--- src/rtl/ride_pkg.sv ---
// Shared types for the ride safety FSM and its event logger.
// Heartbeat fault code FC_HEARTBEAT is only emitted when RIDE_LOG_HEARTBEAT_EN is defined.
package ride_pkg;

  typedef enum logic [1:0] {
    ST_NORMAL   = 2'd0,
    ST_WARNING  = 2'd1,
    ST_FAULT    = 2'd2,
    ST_SHUTDOWN = 2'd3
  } state_t;

  localparam logic [2:0] FC_NONE      = 3'd0;
  localparam logic [2:0] FC_RESTRAINT = 3'd1;
  localparam logic [2:0] FC_BRAKE     = 3'd2;
  localparam logic [2:0] FC_VIBRATION = 3'd3;
  localparam logic [2:0] FC_QUEUE     = 3'd4;
  localparam logic [2:0] FC_HEARTBEAT = 3'd7;

  localparam int LOG_TS_W = 16;

  typedef struct packed {
    logic [LOG_TS_W-1:0] ts;
    state_t              prev_state;
    state_t              new_state;
    logic [2:0]          fault_code;
  } log_entry_t;

  typedef enum logic {
    S_LOG    = 1'b0,
    S_FROZEN = 1'b1
  } log_state_t;

  // Low 7 bits of a log entry; the timestamp is prepended by the logger.
  function automatic logic [6:0] pack_tail(input state_t prev_state,
                                           input state_t new_state,
                                           input logic [2:0] fault_code);
    return {prev_state, new_state, fault_code};
  endfunction

endpackage

--- src/rtl/ride_log_fifo.sv ---
// Generic DEPTH x WIDTH first-word-fall-through FIFO; push and pop may coincide even when full.
module ride_log_fifo #(
  parameter int DEPTH = 8,
  parameter int WIDTH = 23
) (
  input  logic                     clk,
  input  logic                     rst_n,
  input  logic                     push,
  input  logic [WIDTH-1:0]         din,
  input  logic                     pop,
  output logic [WIDTH-1:0]         dout,
  output logic                     full,
  output logic                     empty,
  output logic [$clog2(DEPTH):0]   count
);

  localparam int AW = $clog2(DEPTH);
  localparam logic [AW:0]   FULL_CNT = (AW+1)'(DEPTH);
  localparam logic [AW:0]   CNT_ONE  = (AW+1)'(1);
  localparam logic [AW-1:0] PTR_ONE  = AW'(1);

  logic [WIDTH-1:0] mem [DEPTH];
  logic [AW-1:0]    wr_ptr;
  logic [AW-1:0]    rd_ptr;
  logic             push_ok;
  logic             pop_ok;

  assign empty   = (count == '0);
  assign full    = (count == FULL_CNT);
  assign pop_ok  = pop && !empty;
  assign push_ok = push && (!full || pop_ok);
  assign dout    = empty ? '0 : mem[rd_ptr];

  always_ff @(posedge clk) begin
    if (push_ok) begin
      mem[wr_ptr] <= din;
    end
  end

  always_ff @(posedge clk or negedge rst_n) begin
    if (!rst_n) begin
      wr_ptr <= '0;
      rd_ptr <= '0;
      count  <= '0;
    end else begin
      if (push_ok) begin
        wr_ptr <= wr_ptr + PTR_ONE;
      end
      if (pop_ok) begin
        rd_ptr <= rd_ptr + PTR_ONE;
      end
      case ({push_ok, pop_ok})
        2'b10:   count <= count + CNT_ONE;
        2'b01:   count <= count - CNT_ONE;
        default: count <= count;
      endcase
    end
  end

endmodule

--- src/rtl/ride_event_logger.sv ---
// Timestamped black-box recorder of ride FSM state/fault changes; freezes after SHUTDOWN.
// Optional liveness entries on timestamp wrap: define RIDE_LOG_HEARTBEAT_EN.
module ride_event_logger
  import ride_pkg::*;
#(
  parameter int DEPTH  = 8,
  parameter int TS_W   = 16,
  parameter int DROP_W = 8
) (
  input  logic                     clk,
  input  logic                     rst_n,
  input  logic [1:0]               state_in,
  input  logic [2:0]               fault_code_in,
  input  logic                     clear_i,
  input  logic                     rd_ready,
  output logic                     rd_valid,
  output logic [TS_W+6:0]          rd_data,
  output logic [$clog2(DEPTH):0]   count,
  output logic                     frozen,
  output logic                     overflow,
  output logic [DROP_W-1:0]        drop_cnt
);

  localparam int EW = TS_W + 7;
  localparam logic [TS_W-1:0]   TS_ONE   = TS_W'(1);
  localparam logic [DROP_W-1:0] DROP_ONE = DROP_W'(1);

  logic [TS_W-1:0] ts;
  state_t          last_state;
  logic [2:0]      last_fc;
  state_t          cur_state;
  log_state_t      st;
  log_state_t      st_nxt;
  logic            evt;
  logic            push_req;
  logic            pop;
  logic            full;
  logic            empty;
  logic            drop;
  logic [EW-1:0]   entry;

`ifdef RIDE_LOG_HEARTBEAT_EN
  logic            ts_wrapped;

  // High for exactly the cycle in which ts reads 0 after rolling over.
  always_ff @(posedge clk or negedge rst_n) begin
    if (!rst_n) begin
      ts_wrapped <= 1'b0;
    end else begin
      ts_wrapped <= (ts == '1);
    end
  end
`endif

  assign cur_state = state_t'(state_in);
  assign evt       = (cur_state != last_state) || (fault_code_in != last_fc);
  assign rd_valid  = !empty;
  assign pop       = rd_valid && rd_ready;
  assign drop      = push_req && full && !pop;
  assign frozen    = (st == S_FROZEN);

  always_comb begin
    st_nxt   = st;
    push_req = 1'b0;
    entry    = '0;
    case (st)
      S_LOG: begin
        if (evt) begin
          push_req = 1'b1;
          entry    = {ts, pack_tail(last_state, cur_state, fault_code_in)};
          // A dropped SHUTDOWN still freezes the logger.
          if (cur_state == ST_SHUTDOWN) begin
            st_nxt = S_FROZEN;
          end
        end
`ifdef RIDE_LOG_HEARTBEAT_EN
        else if (ts_wrapped) begin
          push_req = 1'b1;
          entry    = {ts, pack_tail(last_state, last_state, FC_HEARTBEAT)};
        end
`endif
      end
      S_FROZEN: begin
        if (clear_i) begin
          st_nxt = S_LOG;
        end
      end
      default: st_nxt = S_LOG;
    endcase
  end

  always_ff @(posedge clk or negedge rst_n) begin
    if (!rst_n) begin
      st <= S_LOG;
    end else begin
      st <= st_nxt;
    end
  end

  // Last-seen tracks the inputs every cycle, which also provides the resync on unfreeze.
  always_ff @(posedge clk or negedge rst_n) begin
    if (!rst_n) begin
      ts         <= '0;
      last_state <= ST_NORMAL;
      last_fc    <= FC_NONE;
    end else begin
      ts         <= ts + TS_ONE;
      last_state <= cur_state;
      last_fc    <= fault_code_in;
    end
  end

  always_ff @(posedge clk or negedge rst_n) begin
    if (!rst_n) begin
      overflow <= 1'b0;
      drop_cnt <= '0;
    end else if (clear_i) begin
      overflow <= 1'b0;
      drop_cnt <= '0;
    end else if (drop) begin
      overflow <= 1'b1;
      if (drop_cnt != '1) begin
        drop_cnt <= drop_cnt + DROP_ONE;
      end
    end
  end

  ride_log_fifo #(
    .DEPTH (DEPTH),
    .WIDTH (EW)
  ) u_fifo (
    .clk   (clk),
    .rst_n (rst_n),
    .push  (push_req && !drop),
    .din   (entry),
    .pop   (pop),
    .dout  (rd_data),
    .full  (full),
    .empty (empty),
    .count (count)
  );

endmodule
--- config.mk ---
export PLATFORM = sky130hd
export DESIGN_NAME = ride_event_logger
export DESIGN_NICKNAME = d
export VERILOG_FILES = /design/src/rtl/ride_pkg.sv /design/src/rtl/ride_log_fifo.sv /design/src/rtl/ride_event_logger.sv
export SDC_FILE = /design/constraint.sdc
export NUM_CORES = 1
export LEC_CHECK = 0
export CAP_MARGIN = 15
export CORE_ASPECT_RATIO = 0.8
export CORE_MARGIN = 1.5
export CORE_UTILIZATION = 55
export DETAILED_ROUTE_END_ITERATION = 7
export GPL_TIMING_DRIVEN = 0
export HOLD_SLACK_MARGIN = 0.12
export PLACE_DENSITY = 0.82
export REMOVE_ABC_BUFFERS = 1
export SLEW_MARGIN = 10
export SYNTH_ARGS = -nofsm -noshare
export SYNTH_HDL_FRONTEND = slang
export SYNTH_SLANG_ARGS = --single-unit
--- constraint.sdc ---
create_clock -name clk -period 4.8 [get_ports clk]
set_input_delay 0.96 -clock clk [delete_from_list [all_inputs] [get_ports clk]]
set_output_delay 0.96 -clock clk [all_outputs]
set_load 0.005 [all_outputs]
==> results of run 1 <==
registers in the layout (all words and copies together) (netlist names):
name,flops
last_fc,3
frozen,1
drop_cnt,8
ts,16
u_fifo.wr_ptr,3
u_fifo.mem,184
overflow,1
last_state,2
u_fifo.count,4
u_fifo.rd_ptr,3
layer usage:
| metal | up-vias | wire (um) | GRT usage [%] |
|---|---|---|---|
| met3 | 43 | 722 | 2.55 |
| met2 | 145 | 9300 | 37.5 |
| met4 | 0 | 551 | 6.81 |
| met1 | 2476 | 7270 | 28.5 |
| li1 | 2109 | - | - |
| met5 | - | 0 | 0 |
power by group:
group | leakage (nW) | internal, mW | switching [mW] | total [mW]
combinational | 1.25 | 1.16 | 0.898 | 2.05
sequential | 2.22 | 2.53 | 0.284 | 2.81
clock | 0.378 | 1.10 | 0.707 | 1.81
logic make-up (layout without fill, tap and decap cells):
kind of cell,Yosys count,in the layout
XOR/XNOR,28,28
multiplexers,74,74
adder cells (fa/ha/maj),7,7
AO/OA/AOI/OAI,19,19
AND/OR/NAND/NOR,122,122
flip-flops,225,225
buffers and inverters,30,117
cell type report:
| cell class | count | area [um2] | area share, % |
|---|---|---|---|
| Multi-Input combinational cell | 250 | 2500 | 23.0 |
| Inverter | 4 | 15.0 | 0.138 |
| Clock inverter | 10 | 131 | 1.21 |
| Tap cell | 215 | 269 | 2.47 |
| Sequential cell | 225 | 6560 | 60.3 |
| Timing Repair Buffer | 73 | 754 | 6.94 |
| Clock buffer | 30 | 643 | 5.92 |
layout by cell type, fill, tap and decap left out, drive strengths merged, types with 5 or more instances in the layout:
cell / netlist / routed
nor3: 5 / 5
dfrtp: 41 / 41
nor2b: 7 / 7
mux2: 5 / 5
clkdlybuf4s50: 0 / 45
and2: 23 / 23
nor2: 38 / 38
clkbuf: 13 / 30
mux2i: 23 / 23
xnor2: 13 / 13
edfxtp: 184 / 184
clkinv: 0 / 5
a21oi: 9 / 9
buf: 13 / 28
ha: 7 / 7
xor2: 15 / 15
nand2: 11 / 11
inv: 4 / 5
nand4: 5 / 5
nand3: 13 / 13
mux4: 46 / 46
Yosys cell counts, types with 2 or more instances:
cell type / number / area, um2
mux4_2: 46 / 1040
nor2b_1: 7 / 43.8
nand3b_1: 2 / 15.0
buf_6: 2 / 22.5
buf_2: 6 / 30.0
nor3_1: 4 / 20.0
mux2_2: 5 / 56.3
nor4b_1: 3 / 26.3
and4_1: 2 / 17.5
a31oi_1: 2 / 12.5
xnor2_1: 13 / 114
or3_1: 2 / 12.5
inv_1: 4 / 15.0
nand3_1: 13 / 65.1
mux2i_1: 23 / 230
and3_1: 2 / 12.5
o31ai_1: 3 / 22.5
clkbuf_1: 13 / 48.8
nor2_1: 38 / 143
a21oi_1: 8 / 40.0
or4_1: 3 / 22.5
nand4_1: 5 / 31.3
buf_1: 5 / 18.8
nand2_1: 10 / 37.5
and2_1: 23 / 144
ha_1: 7 / 87.6
o21ai_0: 3 / 15.0
xor2_1: 15 / 131
nor4_1: 2 / 12.5
dfrtp_1: 41 / 1030
edfxtp_1: 184 / 5530
worst paths after layout:
| path | cells past startpoint | to | slack (ps) |
|---|---|---|---|
| min reg2reg | 1 | ts[15] | 470 |
| max reg2reg | 7 | u_fifo.mem[3][20] | 1360 |
| min in group clk | 1 | ts[15] | 470 |
| min | 1 | drop_cnt[3] | 280 |
| max in group asynchronous | 2 | u_fifo.rd_ptr[0] | 4070 |
| max | 8 | u_fifo.mem[3][20] | 670 |
metrics by stage:
stage | hold slack, ps | util, % | TNS (ps) | std cells
6_report | 283 | 67.9 | 0 | 807
5_1_grt | 286 | 67.9 | 0 | 807
4_1_cts | 277 | 67.9 | 0 | 807
3_5_place_dp | 459 | 63.1 | 0 | 767
3_3_place_gp | 467 | 60.8 | -535490 | 740
2_1_floorplan | 437 | - | -20240 | 479
==> key figures, run 1 <==
Pwr
  • Total power: 6.68 mW
  • Power Dens Cells: 614 mW/mm2
  • Pleak: 3.84 nW
  • Maximum VDD drop: 0.316 mV

Floorplanning
  • CORE AREA: 0.0160 mm2
  • Die height: 118 um
  • Core Rows: 41
  • Die X-Extent: 147 um
  • I/O pin total: 47
  • Initial Utilization: 57.0%
  • Die footprint: 0.0174 mm2

Global route
  • Grt total ovfl: 0
  • Pin count of the biggest net entering global routing: 37
  • Overall routing resource usage: 21.5%
  • Vias in the first global route: 5085
  • Initial antenna violation count: 0
  • First-pass GRT wire length: 28500 um

STA
  • Final Hold Vio Count: 0
  • Slew Limit Fails: 0
  • Slew HR: 39.3%
  • Final setup viols: 0
  • Tcrit/Tclk final: 86.0%
  • Unrepaired setup endpoints after global routing: false
  • Minimum clock period: 4130 ps
  • Fmax: 242 MHz
  • Worst Max-Slew Pin Slew: 909 ps
  • Post-route worst setup slack: 673 ps
  • Worst Clk Skew: 22.6 ps

Placed design
  • Gpl congestion: 0.741
  • Setup WS pre-CTS: 193 ps
  • Post-DP HPWL: 11200 um
  • Placed instance area: 0.0101 mm2
  • # port buffers: 46

Clocking
  • Worst-Skew Late Latency: 510 ps
  • CTS Sinks: 225
  • Post_cts resized: 0
  • CTS tree: yes
  • Setup repair bufs after CTS: 0
  • Longest Clk Path Bufs: 3
  • Root buf cell: clkbuf_16
  • H-tree depth: 1
  • # hold bufs at CTS: 0
  • CTS buffer count: 22
  • Worst-path clk slew: 60 ps

Synth
  • Cells after Synth: 505
  • Synth cell types: 40
  • Post-synth EDFFs: 184
  • Post-synth ARST share: 18.2%
  • Syn. warnings: 0
  • #FFs+latches synth: 225
  • Largest family of logic cells by synthesized area: multiplexers
  • Register area share after synthesis: 71.9%
  • Compound-Gate Fraction of Synth Area: 1.28%
  • Ys flop type: edfxtp_1
  • Mapped Avg Cell Area: 18.1 um2
  • Mux cell area share after synthesis: 14.5%
  • Synth Area in Simple Gates: 7.22%
  • Synth Area in Adders: 0.961%
  • Synth Area in XOR/XNOR: 2.69%
  • Post-Syn Area: 0.00912 mm2

Final layout
  • Antenna cells: 0
  • Final instance area: 0.0109 mm2
  • Area Overhead vs Synth: 19.2%
  • Layout cells sized above 1: 21.8%
  • FILL cells: 991
  • # nets final: 592

Critical path
  • Largest stage delay, worst path: 840 ps
  • Slowest-stage cell, CP: nor3_2
  • WP buf/inv: 3
  • Worst Setup End Kind: flop
  • Crit path max-delay family: simple AND/OR/NAND/NOR gates
  • Crit-path cells: clkdlybuf4s50_1 > xor2_1 > nor3_1 > a21oi_2 > nand2_1 > nor3_2 > buf_8 > buf_4
  • Worst endpoint required time: 4990 ps
  • Startpoint types: primary input
  • CP arrival: 4320 ps
  • RR Startpoint: last_state[1]
  • CP Launch Point: state_in[1]
  • Worst-path maximum fanout: 12
  • Critical path type: in -> reg

Drt
  • DR iter-0 viols: 340
  • Antenna Violating Nets Remaining: 0
  • Drt wl/cell: 22.1 um
  • Vias: 4773
  • Routed WL: 17800 um
  • Pre-antenna DRT Iters: 4
  • Post-DR vias/cell: 5.91
  • # DRC: 0

Min path
  • Worst hold path type: in -> async

Outcome
  • Outcome: finished clean

Flow run
  • Number of max-cap violations: 0
Power figures use the tool's default switching activity.
==> run 2: changes to the inputs <==
--- a/config.mk
+++ b/config.mk
@@ -17,4 +17,5 @@
 export SLEW_MARGIN = 10
 export SYNTH_ARGS = -nofsm -noshare
 export SYNTH_HDL_FRONTEND = slang
+export SYNTH_HIERARCHICAL = 1
 export SYNTH_SLANG_ARGS = --single-unit
==> constraint.sdc (replaced) <==
create_clock -name clk -period 4.9 [get_ports clk]
set_input_delay 0.98 -clock clk [delete_from_list [all_inputs] [get_ports clk]]
set_output_delay 0.98 -clock clk [all_outputs]
set_load 0.005 [all_outputs]
==> run 2 against run 1 <==
  * Clock skew fell by 7.8 ps
  * Combinational power shrank 7%
  * Clock power is 14% lower
  * Final cell count rose by 0.37%
  * First-iteration DRC count increased by 3.8%
  * Register-to-register slack lost 470 ps
  * Global-route usage shrank 0.88 points
==> key figures, run 2 <==
Outcome
  • Outcome: finished clean

Floorplanning
  • CORE AREA: 0.0165 mm2 (+3.1%)
  • Die footprint: 0.0176 mm2 (+1.5%)
  • Die X-Extent: 148 um (+0.74%)
  • Core Rows: 42 (+2.4%)
  • Initial Utilization: 56.1% (-0.87 points)
  • I/O pin total: 47 (unchanged)
  • Die height: 119 um (+0.74%)

Synth
  • Synth top area cells: edfxtp_1 60%, mux4_2 11%, dfrtp_1 11%
  • Post-synth EDFFs: 184 (unchanged)
  • Cells after Synth: 517 (+2.4%)
  • Mapped Avg Cell Area: 17.9 um2 (-0.83%)
  • #FFs+latches synth: 225 (unchanged)
  • Synth cell types: 47 (+18%)
  • Synth top area share: 59.7% (-0.91 points)
  • Ys flop type: edfxtp_1
  • Synth top cells by count: 184 x edfxtp_1, 46 x mux4_2, 45 x nor2_1
  • Count leader, synth: edfxtp_1
  • Register area share after synthesis: 70.8% (-1.1 points)
  • Cell taking the most area after synthesis: edfxtp_1
  • Post-Syn Area: 0.00926 mm2 (+1.5%)
  • Syn. warnings: 6 (+6)
  • Post-synth ARST share: 18.2% (unchanged)

Placed design
  • # port buffers: 46 (unchanged)
  • Setup WS pre-CTS: -69.3 ps (-262 ps)
  • Placed instance area: 0.0101 mm2 (-0.33%)
  • Post-DP HPWL: 10500 um (-5.8%)
  • Gpl congestion: 0.765 (+3.3%)

Final layout
  • Antenna cells: 0 (unchanged)
  • FF+latch area: 0.00656 mm2 (unchanged)
  • Largest regs: u_fifo/mem x184, ts x16, drop_cnt x8
  • # nets final: 591 (-0.17%)
  • Final instance area: 0.0107 mm2 (-1.3%)
  • Top reg by flops: u_fifo/mem
  • Commonest cells after routing, fill and taps aside: 184 x edfxtp_1, 46 x mux4_2, 45 x clkdlybuf4s50_1
  • Max reg flops: 184 (unchanged)
  • Commonest non-fill, non-tap cell in the layout: edfxtp_1
  • Area Overhead vs Synth: 15.9%
  • Combined area of the multi-input logic cells: 0.00257 mm2 (+3.0%)
  • Layout cells sized above 1: 18.6% (-3.1 points)
  • FILL cells: 1098 (+11%)
  • Fin util: 65.0% (-2.9 points)

Drt
  • Antenna Violating Nets Remaining: 0 (unchanged)
  • # DRC: 0 (unchanged)
  • Post-DR vias/cell: 5.71 (-3.5%)
  • Routed WL: 17000 um (-4.8%)
  • Drt wl/cell: 21.0 um (-5.2%)
  • Pre-antenna DRT Iters: 4 (unchanged)
  • DR iter-0 viols: 353 (+3.8%)
  • Vias: 4625 (-3.1%)

Clocking
  • CTS Sinks: 225 (unchanged)
  • Setup repair bufs after CTS: 0 (unchanged)
  • CTS tree: yes
  • CTS buffer count: 21 (-4.5%)
  • H-tree depth: 1 (unchanged)
  • Root buf cell: clkbuf_16
  • Worst-Skew Late Latency: 490 ps (-20 ps)
  • # hold bufs at CTS: 0 (unchanged)
  • Post_cts resized: 0 (unchanged)
  • Worst-path clk slew: 60 ps (about the same)
  • Longest Clk Path Bufs: 3 (unchanged)

STA
  • Unrepaired setup endpoints after global routing: false
  • Worst Max-Slew Pin Slew: 947 ps (+38.5 ps)
  • Final setup viols: 0 (unchanged)
  • Slew Limit Fails: 0 (unchanged)
  • Fmax: 224 MHz
  • Slew HR: 36.7% (-2.6 points)
  • Worst Clk Skew: 14.8 ps (-7.80 ps)
  • Final Hold Vio Count: 0 (unchanged)
  • Hold_ws: 420 ps (+137 ps)
  • Tcrit/Tclk final: 90.9%
  • Post-route worst setup slack: 444 ps (-229 ps)
  • Minimum clock period: 4460 ps

Flow run
  • Number of max-cap violations: 0 (unchanged)

Global route
  • Vias in the first global route: 4955 (-2.6%)
  • Pin count of the biggest net entering global routing: 35 (-5.4%)
  • Overall routing resource usage: 20.6% (-0.88 points)
  • Grt total ovfl: 0 (unchanged)
  • Initial antenna violation count: 0 (unchanged)
  • First-pass GRT wire length: 27400 um (-3.6%)

Pwr
  • Power Dens Cells: 571 mW/mm2 (-7.0%)
  • Total power: 6.13 mW (-8.2%)
  • NetSw: 1.75 mW (-7.3%)
  • Cell-internal power: 4.37 mW (-8.6%)
  • Comb pwr share: 31.2% (+0.4 points)
  • Maximum VDD drop: 0.275 mV (-13%)
  • Pleak: 3.88 nW (+1.0%)
  • Sequential power share: 43.5% (+1.4 points)
  • Clk pwr share: 25.3% (-1.8 points)
  • Sw frac: 28.6% (+0.29 points)

Min path
  • Worst hold path type: in -> async

Critical path
  • RR Startpoint: u_fifo/count[1]
  • Startpoint types: primary input
  • Worst reg2reg setup slack: 890 ps (-470 ps)
  • FF-to-FF path depth: 13 (+6)
  • Critical path type: in -> reg
  • FF-to-FF End: u_fifo/count[3]
  • Worst Setup End Kind: flop
  • Worst endpoint required time: 5300 ps (+310 ps)
  • Worst-path maximum fanout: 34 (+22)
  • CP arrival: 4860 ps (+540 ps)
run 2: changes by cell type in the layout (fill, tap and decap cells not counted), sizes merged, moves of 4 or more:
cell and delta:
a21oi -8, buf -16, inv +8, nand2 +7, nand2b +5, nor2 +8
xnor2 +4, xor2 -7
run 2: worst max path at each step:
stage | start | to | slack, ps | depth (start not counted)
floorplan | state_in[1] | u_fifo/mem[0][0] | 390 | 7
global placement | fault_code_in[2] | u_fifo/mem[0][14] | -1990 | 8
detailed placement | fault_code_in[1] | u_fifo/mem[0][14] | -70 | 10
CTS | fault_code_in[1] | u_fifo/mem[0][13] | 460 | 10
global route | fault_code_in[1] | u_fifo/count[3] | 210 | 13
finish | fault_code_in[1] | u_fifo/count[3] | 440 | 13
run 2: power by group through the flow:
| stage | Combinational, mW | Clock (mW) | Sequential [mW] |
|---|---|---|---|
| 3_5_place_dp | 1.94 | 0 | 2.71 |
| 6_report | 1.91 | 1.55 | 2.67 |
| 5_1_grt | 2.07 | 1.66 | 2.71 |
| 4_1_cts | 1.95 | 1.58 | 2.67 |
| 3_3_place_gp | 1.67 | 0 | 2.83 |
| 2_1_floorplan | 1.04 | 0 | 2.72 |
run 2: critical path, stage by stage:
cell	delay, ps
clkdlybuf4s50_1	510
xor2_1	220
nor3_2	100
a31oi_4	720
nor2b_1	610
inv_1	160
or2b_1	230
inv_1	70
ha_1	290
a211oi_1	450
o2111ai_1	200
o21a_1	150
o221ai_1	150
run 2: per-layer routing:
metal	wire [um]	part of all wire (%)	track usage, %
met1	6970	41	27.8
met5	0	0	0.588
met3	986	5.8	2.91
met4	365	2.1	5.26
met2	8660	51	35.7
run 2: logic make-up after synthesis:
| family | count (synthesis) | share of synthesized area [%] |
|---|---|---|
| flip-flops | 225 | 70.8 |
| buffers and inverters | 34 | 2.01 |
| XOR/XNOR | 25 | 2.37 |
| AND/OR/NAND/NOR | 128 | 6.98 |
| adder cells (fa/ha/maj) | 7 | 1.03 |
| AO/OA/AOI/OAI | 21 | 2.08 |
| multiplexers | 77 | 14.7 |
run 2: area by class of cell:
type	count	share of cell area, %
well taps	220	2.57
flip-flops and latches	225	61.2
clock inverters	6	0.513
inverters	12	0.420
repair buffers	57	5.69
multi-input cells	258	24.0
clock buffers	32	5.66
run 2: through the flow:
stage,std cells,setup TNS (ps)
after floorplan,495,0
after global placement,761,-205810
after detailed placement,772,-1200
after CTS,810,0
after global routing,810,0
final,810,0
==> run 3: changes to the inputs <==
--- a/config.mk
+++ b/config.mk
@@ -6,9 +6,10 @@
 export NUM_CORES = 1
 export LEC_CHECK = 0
 export CAP_MARGIN = 15
-export CORE_ASPECT_RATIO = 0.8
 export CORE_MARGIN = 1.5
 export CORE_UTILIZATION = 55
+export CTS_BUF_LIST = sky130_fd_sc_hd__clkbuf_8
+export CTS_CLUSTER_SIZE = 24
 export DETAILED_ROUTE_END_ITERATION = 7
 export GPL_TIMING_DRIVEN = 0
 export HOLD_SLACK_MARGIN = 0.12
==> run 3 against run 2 <==
  * Design area is 1.4% higher
  * Highest routed layer unchanged
  * Worst setup slack got worse by 84 ps
  * Total power decreased by 0.18%
  * Global-route usage rose by 0.47 points
  * Critical path depth down 4
  * Register-to-register slack better by 120 ps
  * Fmax down 1.9%
==> key figures, run 3 (synthesis gave the netlist of run 2 again) <==
Final layout
  • Final instance area: 0.0109 mm2 (+1.4%)
  • Final cell count without fillers: 841 (+3.8%)
  • Commonest non-fill, non-tap cell in the layout: edfxtp_1
  • Max reg flops: 184 (unchanged)
  • Antenna cells: 0 (unchanged)
  • Area Overhead vs Synth: 17.4%
  • Commonest cells after routing, fill and taps aside: 184 x edfxtp_1, 46 x mux4_2, 45 x clkdlybuf4s50_1
  • Fin util: 65.8% (+0.79 points)
  • Largest regs: u_fifo/mem x184, ts x16, drop_cnt x8
  • Top reg by flops: u_fifo/mem
  • Layout cells sized above 1: 20.9% (+2.3 points)
  • # nets final: 611 (+3.4%)
  • FILL cells: 1046 (-4.7%)

Floorplanning
  • Die X-Extent: 133 um (-10%)
  • Initial Utilization: 56.0% (-0.081 points)
  • Die footprint: 0.0176 mm2 (about the same)
  • I/O pin total: 47 (unchanged)
  • Die height: 133 um (+12%)
  • CORE AREA: 0.0165 mm2 (+0.14%)
  • Core Rows: 47 (+12%)

Pwr
  • Pleak: 4.01 nW (+3.2%)
  • Clk pwr share: 23.5% (-1.8 points)
  • Power Dens Cells: 563 mW/mm2 (-1.5%)
  • NetSw: 1.82 mW (+3.9%)
  • Comb pwr share: 33.4% (+2.2 points)
  • Cell-internal power: 4.29 mW (-1.8%)
  • Sw frac: 29.8% (+1.2 points)
  • Sequential power share: 43.1% (-0.4 points)
  • Maximum VDD drop: 0.386 mV (+41%)

STA
  • Tcrit/Tclk final: 92.6% (+1.7 points)
  • Worst Clk Skew: 20.9 ps (+6.08 ps)
  • Unrepaired setup endpoints after global routing: false
  • Slew HR: 38.8% (+2.1 points)
  • Final Hold Vio Count: 0 (unchanged)
  • Setup TNS: 0 ps (unchanged)
  • Slew Limit Fails: 0 (unchanged)
  • Minimum clock period: 4540 ps (+84.3 ps)
  • Fmax: 220 MHz (-1.9%)
  • Worst Max-Slew Pin Slew: 918 ps (-29.1 ps)
  • Post-route worst setup slack: 360 ps (-84.3 ps)
  • Final setup viols: 0 (unchanged)

Critical path
  • Worst reg2reg setup slack: 1010 ps (+120 ps)
  • Critical path type: in -> reg
  • CP arrival: 4740 ps (-120 ps)
  • Worst-path maximum fanout: 34 (unchanged)
  • FF-to-FF End: u_fifo/mem[1][14]
  • Startpoint types: primary input
  • Worst Setup End Kind: flop
  • RR Startpoint: last_fc[1]
  • FF-to-FF path depth: 8 (-5)
  • Worst endpoint required time: 5100 ps (-200 ps)

Clocking
  • H-tree depth: 2 (+1)
  • Worst-path clk slew: 60 ps (about the same)
  • CTS tree: yes
  • Longest Clk Path Bufs: 3 (unchanged)
  • Setup repair bufs after CTS: 0 (unchanged)
  • Post_cts resized: 0 (unchanged)
  • CTS Sinks: 225 (unchanged)
  • Root buf cell: clkbuf_8
  • # hold bufs at CTS: 0 (unchanged)
  • CTS buffer count: 36 (+71%)
  • Worst-Skew Late Latency: 510 ps (+20 ps)

Placed design
  • Setup WS pre-CTS: -279 ps (-210 ps)
  • Post-DP HPWL: 10900 um (+3.7%)
  • # port buffers: 46 (unchanged)
  • Placed instance area: 0.0102 mm2 (+1.5%)
  • Gpl congestion: 0.753 (-1.6%)
  • Placed insts: 777 (+0.65%)

Outcome
  • Outcome: finished clean

Drt
  • Antenna Violating Nets Remaining: 0 (unchanged)
  • # DRC: 0 (unchanged)
  • Post-DR vias/cell: 5.75 (+0.77%)
  • Vias: 4839 (+4.6%)
  • Drt wl/cell: 21.0 um (about the same)
  • Pre-antenna DRT Iters: 5 (+1)
  • Routed WL: 17600 um (+3.9%)
  • DR iter-0 viols: 460 (+30%)

Min path
  • Worst hold path type: in -> async

Global route
  • Vias in the first global route: 5126 (+3.5%)
  • Overall routing resource usage: 21.1% (+0.47 points)
  • Pin count of the biggest net entering global routing: 35 (unchanged)
  • Grt total ovfl: 0 (unchanged)
  • Initial antenna violation count: 0 (unchanged)
  • First-pass GRT wire length: 27800 um (+1.5%)

Flow run
  • Number of max-cap violations: 0 (unchanged)
-- run 3: cell types whose count changed in the layout (fill, tap and decap cells not counted) --
| cell | previous run | this run |
|---|---|---|
| bufinv_16 | 1 | 0 |
| clkbuf_1 | 7 | 0 |
| inv_6 | 1 | 0 |
| clkbuf_8 | 4 | 41 |
| clkinvlp_4 | 0 | 1 |
| buf_12 | 4 | 5 |
| buf_6 | 4 | 3 |
| nor3_2 | 3 | 2 |
| clkbuf_16 | 21 | 0 |
| buf_16 | 0 | 5 |
| clkinv_1 | 3 | 7 |
| nor3_4 | 0 | 1 |
| inv_1 | 12 | 26 |
-- run 3: worst max-delay path by stage --
stage	start	end	slack, ps
5_1_grt	fault_code_in[1]	u_fifo/mem[0][3]	210
3_3_place_gp	fault_code_in[1]	u_fifo/mem[0][19]	-2210
2_1_floorplan	state_in[1]	u_fifo/mem[0][0]	390
4_1_cts	fault_code_in[1]	u_fifo/mem[0][3]	220
3_5_place_dp	fault_code_in[1]	u_fifo/mem[0][2]	-280
6_report	fault_code_in[1]	u_fifo/mem[1][14]	360
-- run 3: layout make-up --
type                       instances  area, um2  area share, %
tap                              220        275           2.53
multi-input combinational        258       2580           23.7
clock buffer                      41        564           5.19
inverter                          12       45.0          0.414
timing repair buffer              62        757           6.96
sequential                       225       6560           60.3
clock inverter                    23       91.3          0.840
-- run 3: power by group through the flow --
stage | clock network [mW] | registers (mW) | logic [mW]
6_report | 1.44 | 2.63 | 2.04
5_1_grt | 1.56 | 2.67 | 2.19
4_1_cts | 1.47 | 2.64 | 2.07
3_5_place_dp | 0 | 2.68 | 2.06
3_3_place_gp | 0 | 2.84 | 1.68
2_1_floorplan | 0 | 2.72 | 1.04
-- run 3: worst max-delay path, stage by stage --
cell	delay, ps
clkdlybuf4s50_1	560
xor2_1	250
nor3_2	90
a31oi_4	720
nor2b_1	610
o21a_1	280
nand2_1	250
nor3_2	670
buf_4	300
-- run 3: per-stage QoR --
stage          hold WS, ps  power, mW
6_report               340       6.11
5_1_grt                329       6.41
4_1_cts                314       6.18
3_5_place_dp           460       4.73
3_3_place_gp           460       4.51
2_1_floorplan          436       3.76
-- run 3: metal layers --
layer  GRT usage, %  vias to the layer above  share of wire (%)
met5              0                        -                  0
met4           7.14                        0                2.1
met3           4.37                       33                5.7
met2           35.6                      181                 50
met1           27.7                     2481                 42
li1               -                     2144                  -
